## config.mk

```make
export PLATFORM = sky130hd
export DESIGN_NAME = led_pattern_engine
export DESIGN_NICKNAME = d
export VERILOG_FILES = /design/src/rtl/led_pattern_engine.sv
export SDC_FILE = /design/constraint.sdc
export NUM_CORES = 1
export LEC_CHECK = 0
export ABC_AREA = 0
export BUFFER_PORTS_ARGS = -buffer_cell sky130_fd_sc_hd__buf_2
export CAP_MARGIN = 10
export CORE_MARGIN = 5
export CORE_UTILIZATION = 60
export CTS_BUF_LIST = sky130_fd_sc_hd__clkbuf_8 sky130_fd_sc_hd__clkbuf_16
export DETAILED_ROUTE_END_ITERATION = 7
export PLACE_DENSITY_LB_ADDON = 0.08
export SLEW_MARGIN = 10
export SYNTH_ARGS = -nofsm -noshare
export SYNTH_HDL_FRONTEND = slang
export SYNTH_SLANG_ARGS = --single-unit
```

## constraint.sdc

```tcl
create_clock -name clk -period 3.9 [get_ports clk]
set_clock_uncertainty 0.1 [all_clocks]
set_input_delay 0.195 -clock clk [delete_from_list [all_inputs] [get_ports clk]]
set_output_delay 0.195 -clock clk [all_outputs]
set_load 0.01 [all_outputs]
```

## src/rtl/led_pattern_engine.sv

```systemverilog
// led_pattern_engine: multi-mode LED sequencer with a step prescaler
// and pass counting, started and stopped from the control/UI side.
module led_pattern_engine #(
  parameter int N_LEDS = 8,
  parameter int DIV_W  = 24,
  parameter int REPS_W = 8
) (
  input  logic              clk,
  input  logic              reset,
  input  logic              start,
  input  logic              stop,
  input  logic [1:0]        mode,
  input  logic [DIV_W-1:0]  step_div,
  input  logic [REPS_W-1:0] reps,
  output logic [N_LEDS-1:0] leds,
  output logic              busy,
  output logic              tick,
  output logic              done
);

  typedef enum logic {IDLE, RUN} state_t;

  localparam logic [N_LEDS-1:0] LSB1 = N_LEDS'(1);
  localparam logic [N_LEDS-1:0] MSB1 = LSB1 << (N_LEDS-1);
  localparam logic [N_LEDS-1:0] ONES = '1;

  state_t              state_q, state_d;
  logic [N_LEDS-1:0]   leds_d;
  logic                busy_d, tick_d, done_d;
  logic [DIV_W-1:0]    cnt_q, cnt_d;
  logic [DIV_W-1:0]    div_q, div_d;
  logic [REPS_W-1:0]   reps_q, reps_d;
  logic [REPS_W-1:0]   pass_q, pass_d;
  logic [REPS_W-1:0]   pass_inc;
  logic [1:0]          mode_q, mode_d;
  logic                dir_q, dir_d;
  logic [N_LEDS-1:0]   step_pat;
  logic                step_dir;
  logic                pass_end;

  // Next pattern, bounce direction and pass-complete flag for one step.
  // dir_q=0 means the lit bit travels toward the MSB.
  always_comb begin
    step_pat = leds;
    step_dir = dir_q;
    pass_end = 1'b0;
    unique case (mode_q)
      2'd0: begin
        step_pat = {leds[N_LEDS-2:0], leds[N_LEDS-1]};
        pass_end = leds[N_LEDS-1];
      end
      2'd1: begin
        step_pat = {leds[0], leds[N_LEDS-1:1]};
        pass_end = leds[0];
      end
      2'd2: begin
        if (!dir_q) begin
          step_pat = leds << 1;
          step_dir = step_pat[N_LEDS-1];
        end else begin
          step_pat = leds >> 1;
          step_dir = !step_pat[0];
          pass_end = step_pat[0];
        end
      end
      default: begin
        step_pat = ~leds;
        pass_end = (leds == '0);
      end
    endcase
  end

  // Control FSM: load on start, prescale, step, count passes, stop.
  always_comb begin
    state_d  = state_q;
    leds_d   = leds;
    busy_d   = busy;
    tick_d   = 1'b0;
    done_d   = 1'b0;
    cnt_d    = cnt_q;
    div_d    = div_q;
    reps_d   = reps_q;
    mode_d   = mode_q;
    pass_d   = pass_q;
    dir_d    = dir_q;
    pass_inc = pass_q + REPS_W'(1);
    unique case (state_q)
      IDLE: begin
        if (start) begin
          state_d = RUN;
          busy_d  = 1'b1;
          mode_d  = mode;
          reps_d  = reps;
          cnt_d   = '0;
          pass_d  = '0;
          dir_d   = 1'b0;
          div_d   = (step_div == '0) ? DIV_W'(1)
                                     : step_div;
          leds_d  = (mode == 2'd1) ? MSB1
                  : (mode == 2'd3) ? ONES
                  : LSB1;
        end
      end
      RUN: begin
        if (stop) begin
          state_d = IDLE;
          leds_d  = '0;
          busy_d  = 1'b0;
        end else if (cnt_q == div_q - DIV_W'(1)) begin
          cnt_d  = '0;
          tick_d = 1'b1;
          leds_d = step_pat;
          dir_d  = step_dir;
          // reps==0 runs forever, so the count is only kept
          // when it can terminate the run.
          if (pass_end && reps_q != '0) begin
            pass_d = pass_inc;
            if (pass_inc == reps_q) begin
              state_d = IDLE;
              leds_d  = '0;
              busy_d  = 1'b0;
              done_d  = 1'b1;
            end
          end
        end else begin
          cnt_d = cnt_q + DIV_W'(1);
        end
      end
      default: state_d = IDLE;
    endcase
  end

  // State and output registers with synchronous reset.
  always_ff @(posedge clk) begin
    if (reset) begin
      state_q <= IDLE;
      leds    <= '0;
      busy    <= 1'b0;
      tick    <= 1'b0;
      done    <= 1'b0;
      cnt_q   <= '0;
      div_q   <= '0;
      reps_q  <= '0;
      pass_q  <= '0;
      mode_q  <= '0;
      dir_q   <= 1'b0;
    end else begin
      state_q <= state_d;
      leds    <= leds_d;
      busy    <= busy_d;
      tick    <= tick_d;
      done    <= done_d;
      cnt_q   <= cnt_d;
      div_q   <= div_d;
      reps_q  <= reps_d;
      pass_q  <= pass_d;
      mode_q  <= mode_d;
      dir_q   <= dir_d;
    end
  end

endmodule

```

==> results.yml, run 1 <==
global_routing:
  grt_pass1_vias: 4455
  grt_use_total_pct: 26.9
  grt_overflow_total: 0
  grt_pass1_wl_um: 21700
  antenna_found_initial: 0
  grt_max_degree: 54
die:
  fp.dieH_um: 100
  fp.dieArea_mm2: 0.00999
  boundaryPins: 49
  initial_core_util_pct: 62.2
  die_x_um: 100
  coreArea_mm2: 0.00781
  fp-row-count: 32
critical_path:
  timing.rr.end: "cnt_q[13]$_SDFFE_PP0P_"
  max_stage_delay_ps: 690
  worst-path-stages: 8
  startpoint: "div_q[0]$_SDFFE_PP0P_"
  r2r_slack_ps: 360
  path_cells: "nor4_1, a21oi_1, a2bb2o_2, nor4_1, nand3_1, or4b_4, a21oi_4, nor2_1"
  critical_path_arrival_ps: 3660
  path_class: "flop to flop"
  critical_path_required_ps: 4020
  crit_fanout: 20
  r2r_cells: 8
  cpMostUsedCell: "nor4_1"
  cp-start-kind: "flop"
  path_buf_inv: 0
  endpoint_kind: "flop"
  timing.rr.start: "div_q[0]$_SDFFE_PP0P_"
  crit_end: "cnt_q[13]$_SDFFE_PP0P_"
  crit_slowest_cell: "or4b_4"
  crit_family: "simple AND/OR/NAND/NOR gates"
cts:
  cts_tree: "yes"
  clkTransAtPathRegs_ps: 80
  h-tree-depth: 3
  cts_root_buffer: "clkbuf_8"
  clockBufferDepth: 2
  cts_made_buffers: 9
  clkLatencyLatePin_ps: 360
  cts.sinks: 79
pwr:
  irDropWorstVdd_mv: 0.167
  leakagePower_nw: 2.05
  p_per_area_mw_per_mm2: 333
yosys:
  yosys_most_used_dff: "dfxtp_1"
  yosysUniqueCellTypes: 69
  synth_edf_count: 0
  synth_nets: 682
  async_reset_ff_share_pct: 0
  syn_area_per_cell_um2: 7.57
  synth_seq_area_share_pct: 32.6
  syn_area_mm2: 0.00485
  synth_warnings: 0
  syn_inst: 641
  synth.ff_latch_count: 79
detailed_routing:
  wirelength_um: 13000
  viasPerCell: 6.01
  wl_per_cell_um: 16.2
  vias: 4833
  drt-pass1-iter-count: 5
  postRouteAntennaNets: 0
  drtIter0Drc: 271
  drc_errors: 0
timing:
  finalCritPeriodShare_pct: 90.8
  hold_violations: 0
  final_max_slew_viol_count: 0
  tightest_slew_ps: 986
  setup_viol: 0
  max_freq_mhz: 282
  post-route-min-period_ps: 3540
  slew_headroom_pct: 34.3
  grt_setup_unrepaired: "no"
  totalNegativeSetupSlack_ps: 0
finish:
  syn2layout_area_growth_pct: 14.1
  final_cells: 804
  nFillCells: 675
  diodes: 0
  nNetsFinal: 739
  drive_gt1_share_pct: 12.8
placement:
  gp_congestion: 0.945
  dp.cells: 761
  port_buffers: 48
  hpwl_um: 9130
worst_hold_path:
  min-delay-start: "step_div[9]"
  hold_path_class: "primary input to flop"
outcome:
  status: "complete, no violations"
job:
  cap_violations: 0
## worst min-delay path, cell delays in order
cell and delay, ps:
buf_2 110, nand2_1 50, a21oi_1 60
## placed cells by master, fill, tap and decap left out, types with 21 or more instances in the layout
cell	synthesis	routed
nand2_1	117	117
a21oi_1	57	57
inv_1	27	27
nand3_1	24	24
nor2_1	42	42
buf_2	2	48
xnor2_1	35	35
o21ai_0	21	21
xor2_1	21	21
dfxtp_1	79	79
dlygate4sd3_1	0	28
## kinds of logic (layout without fill, tap and decap cells)
logic type / count (synthesis) / count (layout) / share of synthesized area [%]
flip-flops: 79 / 79 / 32.6
buffers and inverters: 61 / 122 / 5.64
multiplexers: 6 / 6 / 1.24
AO/OA/AOI/OAI: 136 / 136 / 18.5
XOR/XNOR: 56 / 56 / 10.1
adder cells (fa/ha/maj): 3 / 3 / 0.773
AND/OR/NAND/NOR: 300 / 300 / 31.2
## metrics by stage
stage / area, um2 / power [mW] / setup WS [ps] / util (%) / hold slack (ps)
after floorplan: 4850 / 1.18 / 912 / - / 231
after global placement: 5080 / 1.27 / 367 / 65.1 / 336
after detailed placement: 5080 / 1.28 / 354 / 65.1 / 345
after CTS: 5530 / 1.84 / 322 / 70.9 / 3.02
after global routing: 5540 / 1.95 / 51.6 / 70.9 / 9.59
final: 5540 / 1.84 / 357 / 70.9 / 12.2
## Yosys cell counts, drive strengths merged (6+ instances only)
cell	instances	area share (%)
a21oi	58	6.2
a221oi	8	1.4
a31oi	6	0.77
buf	13	1.9
clkbuf	21	1.6
dfxtp	79	33
inv	27	2.1
mux2i	6	1.2
nand2	117	9.0
nand3	24	2.5
nand4	13	1.7
nor2	52	4.5
nor2b	8	1.0
nor3	20	2.1
nor4	17	2.5
o21ai	22	2.3
or3	9	1.2
xnor2	35	6.3
xor2	21	3.8
## sequential cells by signal, summed over array words and instances (netlist names)
signal / cells
busy: 1
cnt_q: 24
dir_q: 1
div_q: 24
done: 1
leds: 8
mode_q: 2
pass_q: 8
reps_q: 8
state_q: 1
tick: 1
## what timing repair did
action	in CTS	in global routing
endpoints found under the setup margin	0	1
resized for setup	0	1
hold buffers	28	0
setup buffers	0	0
endpoints found under the hold margin	28	0
## metal layers
metal / vias up / part of all wire (%) / global-route usage [%]
met5: - / 0 / 0
met4: 0 / 3.4 / 11.1
met3: 34 / 5.8 / 4.86
met2: 175 / 48 / 44.6
met1: 2247 / 43 / 34.3
li1: 2377 / - / -
## cell type report
type | instances | area (um2) | share of cell area [%]
clock buffer | 10 | 138 | 2.48
clock inverter | 5 | 33.8 | 0.610
inverter | 27 | 101 | 1.83
multi-input combinational | 501 | 3010 | 54.3
sequential | 79 | 1580 | 28.6
tap | 102 | 128 | 2.30
timing repair buffer | 80 | 551 | 9.94
## power breakdown
part           internal, mW  total, mW  switching (mW)  leakage [nW]
Sequential            0.841      0.893          0.0522         0.645
Clock                 0.245      0.555           0.310        0.0845
Combinational         0.172      0.396           0.224          1.32
Total                  1.26       1.84           0.586          2.05
## worst min path at each step
stage	slack (ps)	cells past startpoint	endpoint
finish	10	3	div_q[9]$_SDFFE_PP0P_
floorplan	230	2	div_q[7]$_SDFFE_PP0P_
global route	10	3	div_q[9]$_SDFFE_PP0P_
global placement	340	3	reps_q[7]$_SDFFE_PP0P_
CTS	3	3	div_q[7]$_SDFFE_PP0P_
detailed placement	340	3	reps_q[5]$_SDFFE_PP0P_
Note: power is estimated with default switching activity, not from simulation.
==> inputs of run 2 (changes only) <==
--- a/config.mk
+++ b/config.mk
@@ -9,8 +9,8 @@
 export BUFFER_PORTS_ARGS = -buffer_cell sky130_fd_sc_hd__buf_2
 export CAP_MARGIN = 10
 export CORE_MARGIN = 5
-export CORE_UTILIZATION = 60
-export CTS_BUF_LIST = sky130_fd_sc_hd__clkbuf_8 sky130_fd_sc_hd__clkbuf_16
+export CORE_UTILIZATION = 64
+export CTS_BUF_LIST = sky130_fd_sc_hd__clkbuf_16
 export DETAILED_ROUTE_END_ITERATION = 7
 export PLACE_DENSITY_LB_ADDON = 0.08
 export SLEW_MARGIN = 10
==> constraint.sdc (replaced) <==
create_clock -name clk -period 4.4 [get_ports clk]
set_clock_uncertainty 0.1 [all_clocks]
set_input_delay 0.22 -clock clk [delete_from_list [all_inputs] [get_ports clk]]
set_output_delay 0.22 -clock clk [all_outputs]
set_load 0.01 [all_outputs]
==> results.yml, run 2 (synthesis gave the netlist of run 1 again) <==
global_routing:
  grt_max_degree: 54
  grt_pass1_vias: 4429
  grt_overflow_total: 0
  grt_use_total_pct: 27.5
  antenna_found_initial: 0
  grt_pass1_wl_um: 21500
finish:
  layout_common_cells: "117 x nand2_1, 79 x dfxtp_1, 57 x a21oi_1"
  utilization_pct: 73.6
  diodes: 0
  drive_gt1_share_pct: 13.1
  final_common_cell: "nand2_1"
  nNetsFinal: 710
  reg_top3: "cnt_q (24), div_q (24)"
  final_cells: 773
  final_area_mm2: 0.00539
  syn2layout_area_growth_pct: 11.1
cts:
  cts_root_buffer: "clkbuf_16"
  cts_tree: "yes"
  cts_hold_buf: 0
  post_cts_buffers: 0
  cts_made_buffers: 9
  cts.sinks: 79
  cts_resized: 0
  clkLatencyLatePin_ps: 340
  h-tree-depth: 3
  clockBufferDepth: 2
  clkTransAtPathRegs_ps: 70
detailed_routing:
  drc_errors: 0
  drt-pass1-iter-count: 5
  viasPerCell: 6.16
  postRouteAntennaNets: 0
  wirelength_um: 12900
  wl_per_cell_um: 16.7
  drtIter0Drc: 323
  vias: 4765
critical_path:
  crit_fanout: 20
  critical_path_arrival_ps: 3690
  endpoint_kind: "flop"
  critical_path_required_ps: 4490
  path_class: "flop to flop"
  cp-start-kind: "flop"
outcome:
  status: "complete, no violations"
timing:
  totalNegativeSetupSlack_ps: 0
  hold_violations: 0
  grt_setup_unrepaired: "no"
  tightest_slew_ps: 982
  max_freq_mhz: 278
  final_max_slew_viol_count: 0
  finalCritPeriodShare_pct: 81.8
  slew_headroom_pct: 34.5
  setup_viol: 0
  post-route-min-period_ps: 3600
placement:
  hpwl_um: 9300
  gp_congestion: 0.887
  dp.cells: 757
  place_area_mm2: 0.00507
  port_buffers: 48
pwr:
  p_per_area_mw_per_mm2: 359
  leakagePower_nw: 1.99
  irDropWorstVdd_mv: 0.267
  p_total_mw: 1.93
job:
  cap_violations: 0
die:
  initial_core_util_pct: 66.2
  boundaryPins: 49
  die_x_um: 97.1
  coreArea_mm2: 0.00733
  fp-row-count: 31
  fp.dieArea_mm2: 0.00943
  fp.dieH_um: 97.1
worst_hold_path:
  hold_path_class: "primary input to flop"
## run 2: final cells by class
class,instances,area [um2]
Sequential cell,79,1580
Multi-Input combinational cell,501,3000
Tap cell,99,124
Clock inverter,7,96.3
Timing Repair Buffer,51,263
Inverter,27,101
Fill cell,611,1940
Clock buffer,9,225
## run 2: metal layers
| metal | track usage [%] | part of all wire (%) | vias up |
|---|---|---|---|
| met4 | 11.8 | 3.0 | 0 |
| met2 | 47.1 | 50 | 178 |
| met3 | 4.45 | 5.6 | 29 |
| met5 | 0 | 0 | - |
| li1 | - | - | 2311 |
| met1 | 34.1 | 42 | 2247 |
## run 2: path summary, 6_finish.rpt
kind | from | end | slack [ps] | cells past startpoint
hold / removal | reps[5] | reps_q[5]$_SDFFE_PP0P_ | 20 | 3
setup reg to reg | div_q[2]$_SDFFE_PP0P_ | cnt_q[22]$_SDFFE_PP0P_ | 800 | 8
setup / recovery | div_q[2]$_SDFFE_PP0P_ | cnt_q[22]$_SDFFE_PP0P_ | 800 | 8
hold reg to reg | pass_q[5]$_SDFFE_PP0P_ | pass_q[5]$_SDFFE_PP0P_ | 370 | 1
## run 2: stage by stage
step	setup slack, ps	hold slack (ps)
2_1_floorplan	1410	256
3_3_place_gp	998	354
3_5_place_dp	872	361
4_1_cts	862	11.2
5_1_grt	488	20.2
6_report	801	17.4
## run 2: where the power goes
group	switching (mW)	internal (mW)	total, mW	leakage (nW)
sequential	0.0496	0.746	0.796	0.645
clock	0.311	0.498	0.809	0.153
combinational	0.195	0.135	0.329	1.20
total	0.555	1.38	1.93	1.99
## run 2: critical path: stages (launching register included)
cell	delay [ps]
dfxtp_1	410
nor3_1	620
a21oi_1	140
a2bb2o_2	310
nor4_1	330
nand3_1	130
or4b_4	690
a21oi_4	600
nor2_1	120
